## src/rtl/bnn_xnor_output_layer_if.sv

```systemverilog
// Activation-in / classification-out handshake bundle for the binary output layer.
interface bnn_xnor_output_layer_if #(
  parameter int IN_WIDTH  = 128,
  parameter int OUT_WIDTH = 10,
  parameter int CNT_WIDTH = $clog2(IN_WIDTH) + 1,
  parameter int IDX_WIDTH = (OUT_WIDTH > 1) ? $clog2(OUT_WIDTH) : 1
);
  logic [IN_WIDTH-1:0]  in_bits;
  logic                 in_valid;
  logic                 in_ready;
  logic [OUT_WIDTH-1:0] out;
  logic [IDX_WIDTH-1:0] class_idx;
  logic [CNT_WIDTH-1:0] max_score;
  logic                 out_valid;
  logic                 out_ready;

  modport master (
    output in_bits, in_valid, out_ready,
    input  in_ready, out, class_idx, max_score, out_valid
  );

  modport slave (
    input  in_bits, in_valid, out_ready,
    output in_ready, out, class_idx, max_score, out_valid
  );
endinterface

```

## src/rtl/bnn_xnor_output_layer.sv

```systemverilog
// Binary XNOR-popcount layer: scores each neuron a chunk per cycle, thresholds it,
// and tracks the arg-max neuron; results are held under out_valid until out_ready.
module bnn_xnor_output_layer #(
  parameter int    IN_WIDTH      = 128,
  parameter int    OUT_WIDTH     = 10,
  parameter int    PARALLEL_BITS = 32,
  parameter int    CNT_WIDTH     = $clog2(IN_WIDTH) + 1,
  parameter string WEIGHT_FILE   = "bnn_weights.mem",
  parameter string THRESH_FILE   = "bnn_thresh.mem"
) (
  input logic                    clk,
  input logic                    reset,
  bnn_xnor_output_layer_if.slave bus
);
  localparam int CYCLES_PER_NEURON = IN_WIDTH / PARALLEL_BITS;
  localparam int IDX_WIDTH = (OUT_WIDTH > 1) ? $clog2(OUT_WIDTH) : 1;
  localparam int CYC_WIDTH = (CYCLES_PER_NEURON > 1) ? $clog2(CYCLES_PER_NEURON) : 1;
  localparam logic [IDX_WIDTH-1:0] LAST_NEURON = IDX_WIDTH'(OUT_WIDTH - 1);
  localparam logic [CYC_WIDTH-1:0] LAST_CHUNK  = CYC_WIDTH'(CYCLES_PER_NEURON - 1);

  if (IN_WIDTH % PARALLEL_BITS != 0) begin : g_bad_lanes
    $error("PARALLEL_BITS must divide IN_WIDTH");
  end

  typedef enum logic [1:0] {IDLE, COMPUTE, DONE} state_t;

  logic [IN_WIDTH-1:0]  weight_mem [OUT_WIDTH];
  logic [CNT_WIDTH-1:0] thresh_mem [OUT_WIDTH];

  state_t               state_q, state_d;
  logic [IN_WIDTH-1:0]  buf_q;
  logic [CNT_WIDTH-1:0] acc_q, acc_d;
  logic [IDX_WIDTH-1:0] neuron_idx_q, neuron_idx_d;
  logic [CYC_WIDTH-1:0] cycle_count_q, cycle_count_d;
  logic [OUT_WIDTH-1:0] out_q, out_d;
  logic [IDX_WIDTH-1:0] class_idx_q, class_idx_d;
  logic [CNT_WIDTH-1:0] max_score_q, max_score_d;
  logic                 out_valid_q, out_valid_d;
  logic                 capture;

  logic [IN_WIDTH-1:0]      weight_row;
  logic [PARALLEL_BITS-1:0] chunk_xnor;
  logic [CNT_WIDTH-1:0]     chunk_pop;
  logic [CNT_WIDTH-1:0]     next_total;

  assign weight_row = weight_mem[neuron_idx_q];
  assign chunk_xnor = ~(buf_q[int'(cycle_count_q) * PARALLEL_BITS +: PARALLEL_BITS]
                      ^ weight_row[int'(cycle_count_q) * PARALLEL_BITS +: PARALLEL_BITS]);

  always_comb begin
    chunk_pop = '0;
    for (int i = 0; i < PARALLEL_BITS; i++) begin
      chunk_pop = chunk_pop + CNT_WIDTH'(chunk_xnor[i]);
    end
  end

  // Cannot overflow: the full-row sum is at most IN_WIDTH, which CNT_WIDTH holds.
  assign next_total = acc_q + chunk_pop;

  always_comb begin
    state_d       = state_q;
    acc_d         = acc_q;
    neuron_idx_d  = neuron_idx_q;
    cycle_count_d = cycle_count_q;
    out_d         = out_q;
    class_idx_d   = class_idx_q;
    max_score_d   = max_score_q;
    out_valid_d   = out_valid_q;
    capture       = 1'b0;
    case (state_q)
      IDLE: begin
        if (bus.in_valid) begin
          capture       = 1'b1;
          acc_d         = '0;
          neuron_idx_d  = '0;
          cycle_count_d = '0;
          state_d       = COMPUTE;
        end
      end
      COMPUTE: begin
        if (cycle_count_q != LAST_CHUNK) begin
          acc_d         = next_total;
          cycle_count_d = cycle_count_q + CYC_WIDTH'(1);
        end else begin
          out_d[neuron_idx_q] = (next_total >= thresh_mem[neuron_idx_q]);
          // Strict compare keeps the lowest index on ties; neuron 0 always seeds the max.
          if (neuron_idx_q == '0 || next_total > max_score_q) begin
            max_score_d = next_total;
            class_idx_d = neuron_idx_q;
          end
          acc_d         = '0;
          cycle_count_d = '0;
          if (neuron_idx_q == LAST_NEURON) begin
            out_valid_d = 1'b1;
            state_d     = DONE;
          end else begin
            neuron_idx_d = neuron_idx_q + IDX_WIDTH'(1);
          end
        end
      end
      DONE: begin
        if (bus.out_ready) begin
          out_valid_d = 1'b0;
          state_d     = IDLE;
        end
      end
      default: state_d = IDLE;
    endcase
  end

  always_ff @(posedge clk or negedge reset) begin
    if (!reset) begin
      state_q       <= IDLE;
      acc_q         <= '0;
      neuron_idx_q  <= '0;
      cycle_count_q <= '0;
      out_q         <= '0;
      class_idx_q   <= '0;
      max_score_q   <= '0;
      out_valid_q   <= 1'b0;
    end else begin
      state_q       <= state_d;
      acc_q         <= acc_d;
      neuron_idx_q  <= neuron_idx_d;
      cycle_count_q <= cycle_count_d;
      out_q         <= out_d;
      class_idx_q   <= class_idx_d;
      max_score_q   <= max_score_d;
      out_valid_q   <= out_valid_d;
    end
  end

  always_ff @(posedge clk) begin
    if (capture) buf_q <= bus.in_bits;
  end

  assign bus.in_ready  = (state_q == IDLE);
  assign bus.out       = out_q;
  assign bus.class_idx = class_idx_q;
  assign bus.max_score = max_score_q;
  assign bus.out_valid = out_valid_q;

endmodule

```

## src/flat_wrapper.sv

```systemverilog
// flat-port wrapper written by rule: the top's interface ports become plain ports
module bnn_xnor_output_layer_flat 
#(
  parameter int    IN_WIDTH      = 128,
  parameter int    OUT_WIDTH     = 10,
  parameter int    PARALLEL_BITS = 32,
  parameter int    CNT_WIDTH     = $clog2(IN_WIDTH) + 1,
  parameter string WEIGHT_FILE   = "               ",
  parameter string THRESH_FILE   = "              "
)
  (clk, reset, bus_in_bits, bus_in_valid, bus_out_ready, bus_in_ready, bus_out, bus_class_idx, bus_max_score, bus_out_valid);
  bnn_xnor_output_layer_if #(.IN_WIDTH(IN_WIDTH), .OUT_WIDTH(OUT_WIDTH), .CNT_WIDTH(CNT_WIDTH)) bus_i ();
  input logic clk;
  input logic reset;
  input wire logic [$bits(bus_i.in_bits)-1:0] bus_in_bits;
  input wire logic [$bits(bus_i.in_valid)-1:0] bus_in_valid;
  input wire logic [$bits(bus_i.out_ready)-1:0] bus_out_ready;
  output wire logic [$bits(bus_i.in_ready)-1:0] bus_in_ready;
  output wire logic [$bits(bus_i.out)-1:0] bus_out;
  output wire logic [$bits(bus_i.class_idx)-1:0] bus_class_idx;
  output wire logic [$bits(bus_i.max_score)-1:0] bus_max_score;
  output wire logic [$bits(bus_i.out_valid)-1:0] bus_out_valid;
  assign bus_i.in_bits = bus_in_bits;
  assign bus_i.in_valid = bus_in_valid;
  assign bus_i.out_ready = bus_out_ready;
  assign bus_in_ready = bus_i.in_ready;
  assign bus_out = bus_i.out;
  assign bus_class_idx = bus_i.class_idx;
  assign bus_max_score = bus_i.max_score;
  assign bus_out_valid = bus_i.out_valid;
  bnn_xnor_output_layer #(.IN_WIDTH(IN_WIDTH), .OUT_WIDTH(OUT_WIDTH), .PARALLEL_BITS(PARALLEL_BITS), .CNT_WIDTH(CNT_WIDTH), .WEIGHT_FILE(WEIGHT_FILE), .THRESH_FILE(THRESH_FILE)) u_core (.clk(clk), .reset(reset), .bus(bus_i));
endmodule
```

## config.mk

```make
export PLATFORM = sky130hd
export DESIGN_NAME = bnn_xnor_output_layer_flat
export DESIGN_NICKNAME = d
export VERILOG_FILES = /design/src/rtl/bnn_xnor_output_layer_if.sv /design/src/rtl/bnn_xnor_output_layer.sv /design/src/flat_wrapper.sv
export SDC_FILE = /design/constraint.sdc
export NUM_CORES = 1
export LEC_CHECK = 0
export ABC_AREA = 1
export CORE_MARGIN = 5
export CORE_UTILIZATION = 32
export DETAILED_ROUTE_END_ITERATION = 8
export GPL_ROUTABILITY_DRIVEN = 0
export GPL_TIMING_DRIVEN = 0
export PLACE_DENSITY = 0.85
export SYNTH_ARGS = -nofsm -noshare
export SYNTH_HDL_FRONTEND = slang
export SYNTH_SLANG_ARGS = --single-unit
```

## constraint.sdc

```tcl
create_clock -name clk -period 3.2 [get_ports clk]
set_clock_uncertainty 0.15 [all_clocks]
set_input_delay 0.48 -clock clk [delete_from_list [all_inputs] [get_ports clk]]
set_output_delay 0.48 -clock clk [all_outputs]
set_load 0.005 [all_outputs]
```

# == After elaboration in Yosys (flattened, before gate mapping) ==
# Index checks and enable logic that the tools add are counted.
# op_classes
n_reduce_logical,12
add_sub_neg,34
order_cmp,4
n_bitwise,3
n_mux,24
n_eq_ne,9
shifts,2
# op_table
cell,n
adder 8 x 1 -> 8 bit,30
indexed part select 128 x 8 -> 32 bit,1
"indexed part select 128 x 8 -> 32 bit, first input constant",1
inverter 32 bit,1
bitwise XOR 32 bit,1
two-way mux 8 bit,2
one-hot mux 8 bit (2 select lines),1
two-way mux 2 bit,6
two-way mux 4 bit,3
AND reduction 4 bit,3
bitwise mux 10 bit,1
"!= test 2 bit, second input constant",5
adder 8 bit,1
"greater-or-equal comparator 8 bit, second input constant",1
> comparator 8 bit,1
one-hot mux 4 bit (2 select lines),1
two-way mux 1 bit,6
one-hot mux 2 bit (3 select lines),1
"< comparator 4 x 5 -> 1 bit, second input constant",1
"adder 4 x 1 -> 4 bit, second input constant",1
demux 1 bit (select 4 bit),1
"equality test 4 bit, second input constant",1
"greater-or-equal comparator 4 x 1 -> 1 bit, second input constant",1
logical NOT 4 bit,1
14 further kinds,16
# word_totals
regBits,167
word_cells,97

# == Depth between registers and ports, before layout ==
# logic_depth
word_depth,38
ltp_mapped,22
ltp_nobuf,21

# == Least setup slack after synthesis ==
# OpenSTA, ideal clock, no wires.
# synth_path
path_kind,register to register
start,register u_core.acc_q[1]
end,register u_core.max_score_q[1] (netlist: u_core.bus.max_score[1])
path_slack_ns,-0.247
path_buffers,1
synth_period_minus_slack_ns,3.447
setup_time_ns,0.117
arrival_ns,3.180
stages_incl_launch_ff,22
path_cell_list,dfrtp_1 ha_1 xor2_1 ha_1 ha_1 ha_1 ha_1 nand2_1 inv_1 nand2_1 nand2_1 xor2_1 ha_1 nand2_1 inv_1 a21oi_1 nand2_1 nand2_1 nand2_1 buf_6 nand2_1 nand2_1
# synth_via
elab_chain_len,4
# synth_lines
element,line,text
"start, declared",bnn_xnor_output_layer.sv:32,"logic [CNT_WIDTH-1:0] acc_q, acc_d;"
"start signal, assigned",bnn_xnor_output_layer.sv:114,acc_q <= '0;
"start signal, assigned",bnn_xnor_output_layer.sv:123,acc_q <= acc_d;
adder 8 bit,bnn_xnor_output_layer.sv:58,assign next_total = acc_q + chunk_pop;
named net u_core.next_total[6],bnn_xnor_output_layer.sv:44,logic [CNT_WIDTH-1:0] next_total;
> comparator 8 bit,bnn_xnor_output_layer.sv:87,if (neuron_idx_q == '0 || next_total > max_score_q) begin
logical OR 1 bit,bnn_xnor_output_layer.sv:87,
AND reduction 3 bit (no line),--,
"end signal, assigned",bnn_xnor_output_layer.sv:128,max_score_q <= max_score_d;
"end, declared",bnn_xnor_output_layer.sv:37,"logic [CNT_WIDTH-1:0] max_score_q, max_score_d;"
# The timed path passes the listed nets, and every way through them passes these cells.
# A chain may end at the register's enable or synchronous reset.

# == Final worst setup path ==
# Same ends and word-level chain as after synthesis.

==> results.yml <==
clock_network:
  root_buffer: "sky130_fd_sc_hd__clkbuf_8"
  cts.sink_count: 37
  cts.reportedPaths.clkPinSlew_ps: 80
  cts_hold_buf: 0
  h_tree_depth: 2
  clock_tree_from_tritoncts: "done"
  cts_buffers: 5
  deepest_clock_path_buffer_count: 2
  clock_latency_ps: 300
drt:
  detail_route.wirelength_mm: 5.153
  maxUsedRoutingLayer: "met4"
  drt_drc_violations_left: 0
  detail_route.iter0.violations: 83
  ant_nets: 0
  drt-wirelength-per-cell_um: 13.93
  met3WireLength_um: 308
  number_of_vias_in_the_routed_layout: 1783
  dr_wl_met2_mm: 2.489
  first_pass_iters: 4
  vias_per_cell: 4.819
  routed_metal_1_wire_length_mm: 2.259
floorplanning:
  initial_utilization: 0.3246
  dieWidth_um: 92.56
  floorplan.rows: 30
  core_area_um2: 6719
  io_pins: 156
  floorplan.die_area_um2: 8566
  floorplan.die.height_um: 92.56
synthesis:
  postSynthAreaPerCell_um2: 8.794
  synthTopCellsByArea: "sky130_fd_sc_hd__dfrtp_1 42%, sky130_fd_sc_hd__ha_1 18%, sky130_fd_sc_hd__nand2_1 11%"
  synth_sequential_area_ratio: 0.4246
  synth.yosys.warnings: 0
  syn_area_um2: 2181
  synth.net_count: 412
  synth_seq_cells: 37
  postSynthCellCount: 248
  yosysTopAreaCellShare: 0.4246
  synth.distinct_cells: 30
  post-synth-top-area-cell: "sky130_fd_sc_hd__dfrtp_1"
critical_path:
  critical_path.endpoint: "u_core.bus.max_score[1]"
  top_cell_by_count_worst_path: "sky130_fd_sc_hd__nand2_2"
  required_ps: 3250
  critPathArrivalTime_ps: 3480
  critical-path-slowest-cell: "sky130_fd_sc_hd__dfrtp_2"
  largest_stage_delay_on_the_critical_path_ps: 470
  cp_cell_sequence: "ha_4, xor2_4, ha_4, ha_4, ha_4, ha_4, nand2_2, inv_2, nand2_2, nand2_2, xor2_2, ha_1, nand2_2, inv_1, a21oi_1, nand2_1, nand2_2, nand2_4, buf_6, nand2_2, nand2_2"
  cp-startpoint: "u_core.acc_q[1]"
  critical_path_class: "register to register"
  crit_path_end_kind: "register"
  critPathLaunchType: "register"
  rr_startpoint: "u_core.acc_q[1]"
  capturing_point_of_the_worst_reg2reg_path: "u_core.bus.max_score[1]"
  timing.critical_path.fanout_max: 5
  ff2ff_path_depth: 21
  reg2reg_setup_slack_ps: -230
layout:
  num_antenna_cells: 0
  layout-drive-gt1-share: 0.2690
  finalNetCount: 453
  area_growth_syn_to_layout_pct: 34.94
  final_cell_count_no_fill: 370
  final_common_cell: "sky130_fd_sc_hd__nand2_1"
  nFillCells: 625
  most-common-layout-cells: "47 x sky130_fd_sc_hd__nand2_1, 35 x sky130_fd_sc_hd__dfrtp_1, 30 x sky130_fd_sc_hd__inv_1"
sta:
  timing.final.ws_setup_ps: -232.0
  layout_min_cycle_time_ps: 3432
  final_min_period_over_clock_period: 1.072
  final.setup.tns_ps: -2315
  worst-slew-pin-transition_ps: 826.8
  timing.final.setup_violations: 11
  grt_setup_unrepaired: "true"
  hold_viol_final: 0
  slew_headroom: 0.4488
  maxClockFrequency_ghz: 0.2914
  whs_ps: 115.4
  maxSlewViolCount: 0
grt:
  grt_overflow: 0
  global_route.usage.total: 0.1250
  grt_pass1_wl_mm: 8.355
  grt_max_degree: 38
  number_of_antenna_violations_at_the_first_check_in_global_routing: 0
  grt_pass1_vias: 1797
place:
  dp_hpwl_mm: 3.377
  port_buffers: 26
  post-place-cells: 354
run:
  max_cap_violations: 0
pwr:
  power-per-cell-area_nw_per_um2: 825.7
  worst_voltage_drop_across_the_vdd_grid_mv: 0.4629
  static-leakage-power_uw: 0.001402
run_status:
  failed_checks: "setup timing"
  status: "finished with violations"
worst_hold_path:
  hold_path_class: "input pin to async pin"
-- power by group --
part	internal [µW]	switching, µW	total [µW]
registers	629	116	745
logic	649	701	1350
clock network	153	181	335
total	1430	999	2430
-- final cells by class --
class	instances	area, µm²	area share
clock buffer	6	72.57	0.02466
timing repair buffer	34	319.1	0.1084
buffer	5	38.79	0.01318
multi-input combinational	170	1330	0.4520
inverter	36	138.9	0.04719
sequential	37	928.4	0.3155
tap	80	100.1	0.03401
clock inverter	2	15.01	0.005102
-- cell usage after synthesis, drive strengths merged --
cell type	n
a21oi	6
a22o	1
a31o	7
and2	1
buf	4
clkbuf	1
clkinv	1
conb	1
dfrtp	37
ha	32
inv	35
nand2	66
nand3	19
nand3b	1
nand4	2
nor2	13
o21ai	9
o21bai	1
o32ai	1
or2	1
xnor2	1
xor2	8
-- layer usage --
layer | GRT usage | vias to the layer above
met3 | 0.03818 | 9
li1 | - | 871
met4 | 0.06064 | 0
met2 | 0.1964 | 49
met5 | 0 | -
met1 | 0.1555 | 854
-- kinds of logic (layout without fill, tap and decap cells) --
logic type / Yosys count / after routing / synth area share
flip-flops: 37 / 37 / 0.4246
adder cells (fa/ha/maj): 32 / 32 / 0.1836
buffers and inverters: 41 / 83 / 0.07745
XOR/XNOR: 9 / 9 / 0.03615
AO/OA/AOI/OAI: 25 / 25 / 0.07401
other: 1 / 1 / 0.001720
AND/OR/NAND/NOR: 103 / 103 / 0.2025
-- sequential cells by signal, indices dropped and copies added (netlist names) --
| signal | count |
|---|---|
| u_core.cycle_count_q | 2 |
| u_core.state_q | 2 |
| u_core.bus.out | 10 |
| u_core.neuron_idx_q | 4 |
| u_core.bus.class_idx | 4 |
| u_core.acc_q | 7 |
| u_core.bus.max_score | 7 |
| u_core.bus.out_valid | 1 |
-- through the flow --
| step | utilization | setup WS (ps) | area (µm²) | total power (µW) |
|---|---|---|---|---|
| 6_report | 0.4380 | -232.0 | 2943 | 2430 |
| 5_1_grt | 0.4380 | -386.7 | 2943 | 2631 |
| 4_1_cts | 0.4222 | -214.9 | 2836 | 2351 |
| 3_5_place_dp | 0.3857 | -491.7 | 2591 | 1864 |
| 3_3_place_gp | 0.3864 | -380.6 | 2596 | 1817 |
| 2_1_floorplan | - | -60.22 | 2236 | 1444 |
-- worst max-delay path, delay by kind of cell (launching register included) --
kind | cells | cell delay (ps)
flip-flops | 1 | 470
adder cells (fa/ha/maj) | 6 | 1400
XOR/XNOR | 2 | 320
AO/OA/AOI/OAI | 1 | 110
AND/OR/NAND/NOR | 9 | 640
buffers and inverters | 3 | 220
-- how the worst min path moves through the flow --
stage                       from                      end  slack [ps]  depth (start not counted)
6_report                   reset  u_core.bus.max_score[3]         120                          1
5_1_grt                    reset  u_core.bus.max_score[2]         200                          1
4_1_cts                    reset  u_core.bus.max_score[3]         160                          1
3_5_place_dp   u_core.bus.out[1]        u_core.bus.out[1]         300                          1
3_3_place_gp   u_core.bus.out[0]        u_core.bus.out[0]         300                          2
2_1_floorplan              reset          u_core.acc_q[1]          30                          0
-- what timing repair did --
item / in CTS / in global routing
setup endpoints to repair: 11 / 11
gates resized for setup: 26 / 23
pin swaps: 14 / 19
gates cloned: 1 / 0
setup buffers: 5 / 2
No activity file was read; power rests on OpenSTA's default activity.
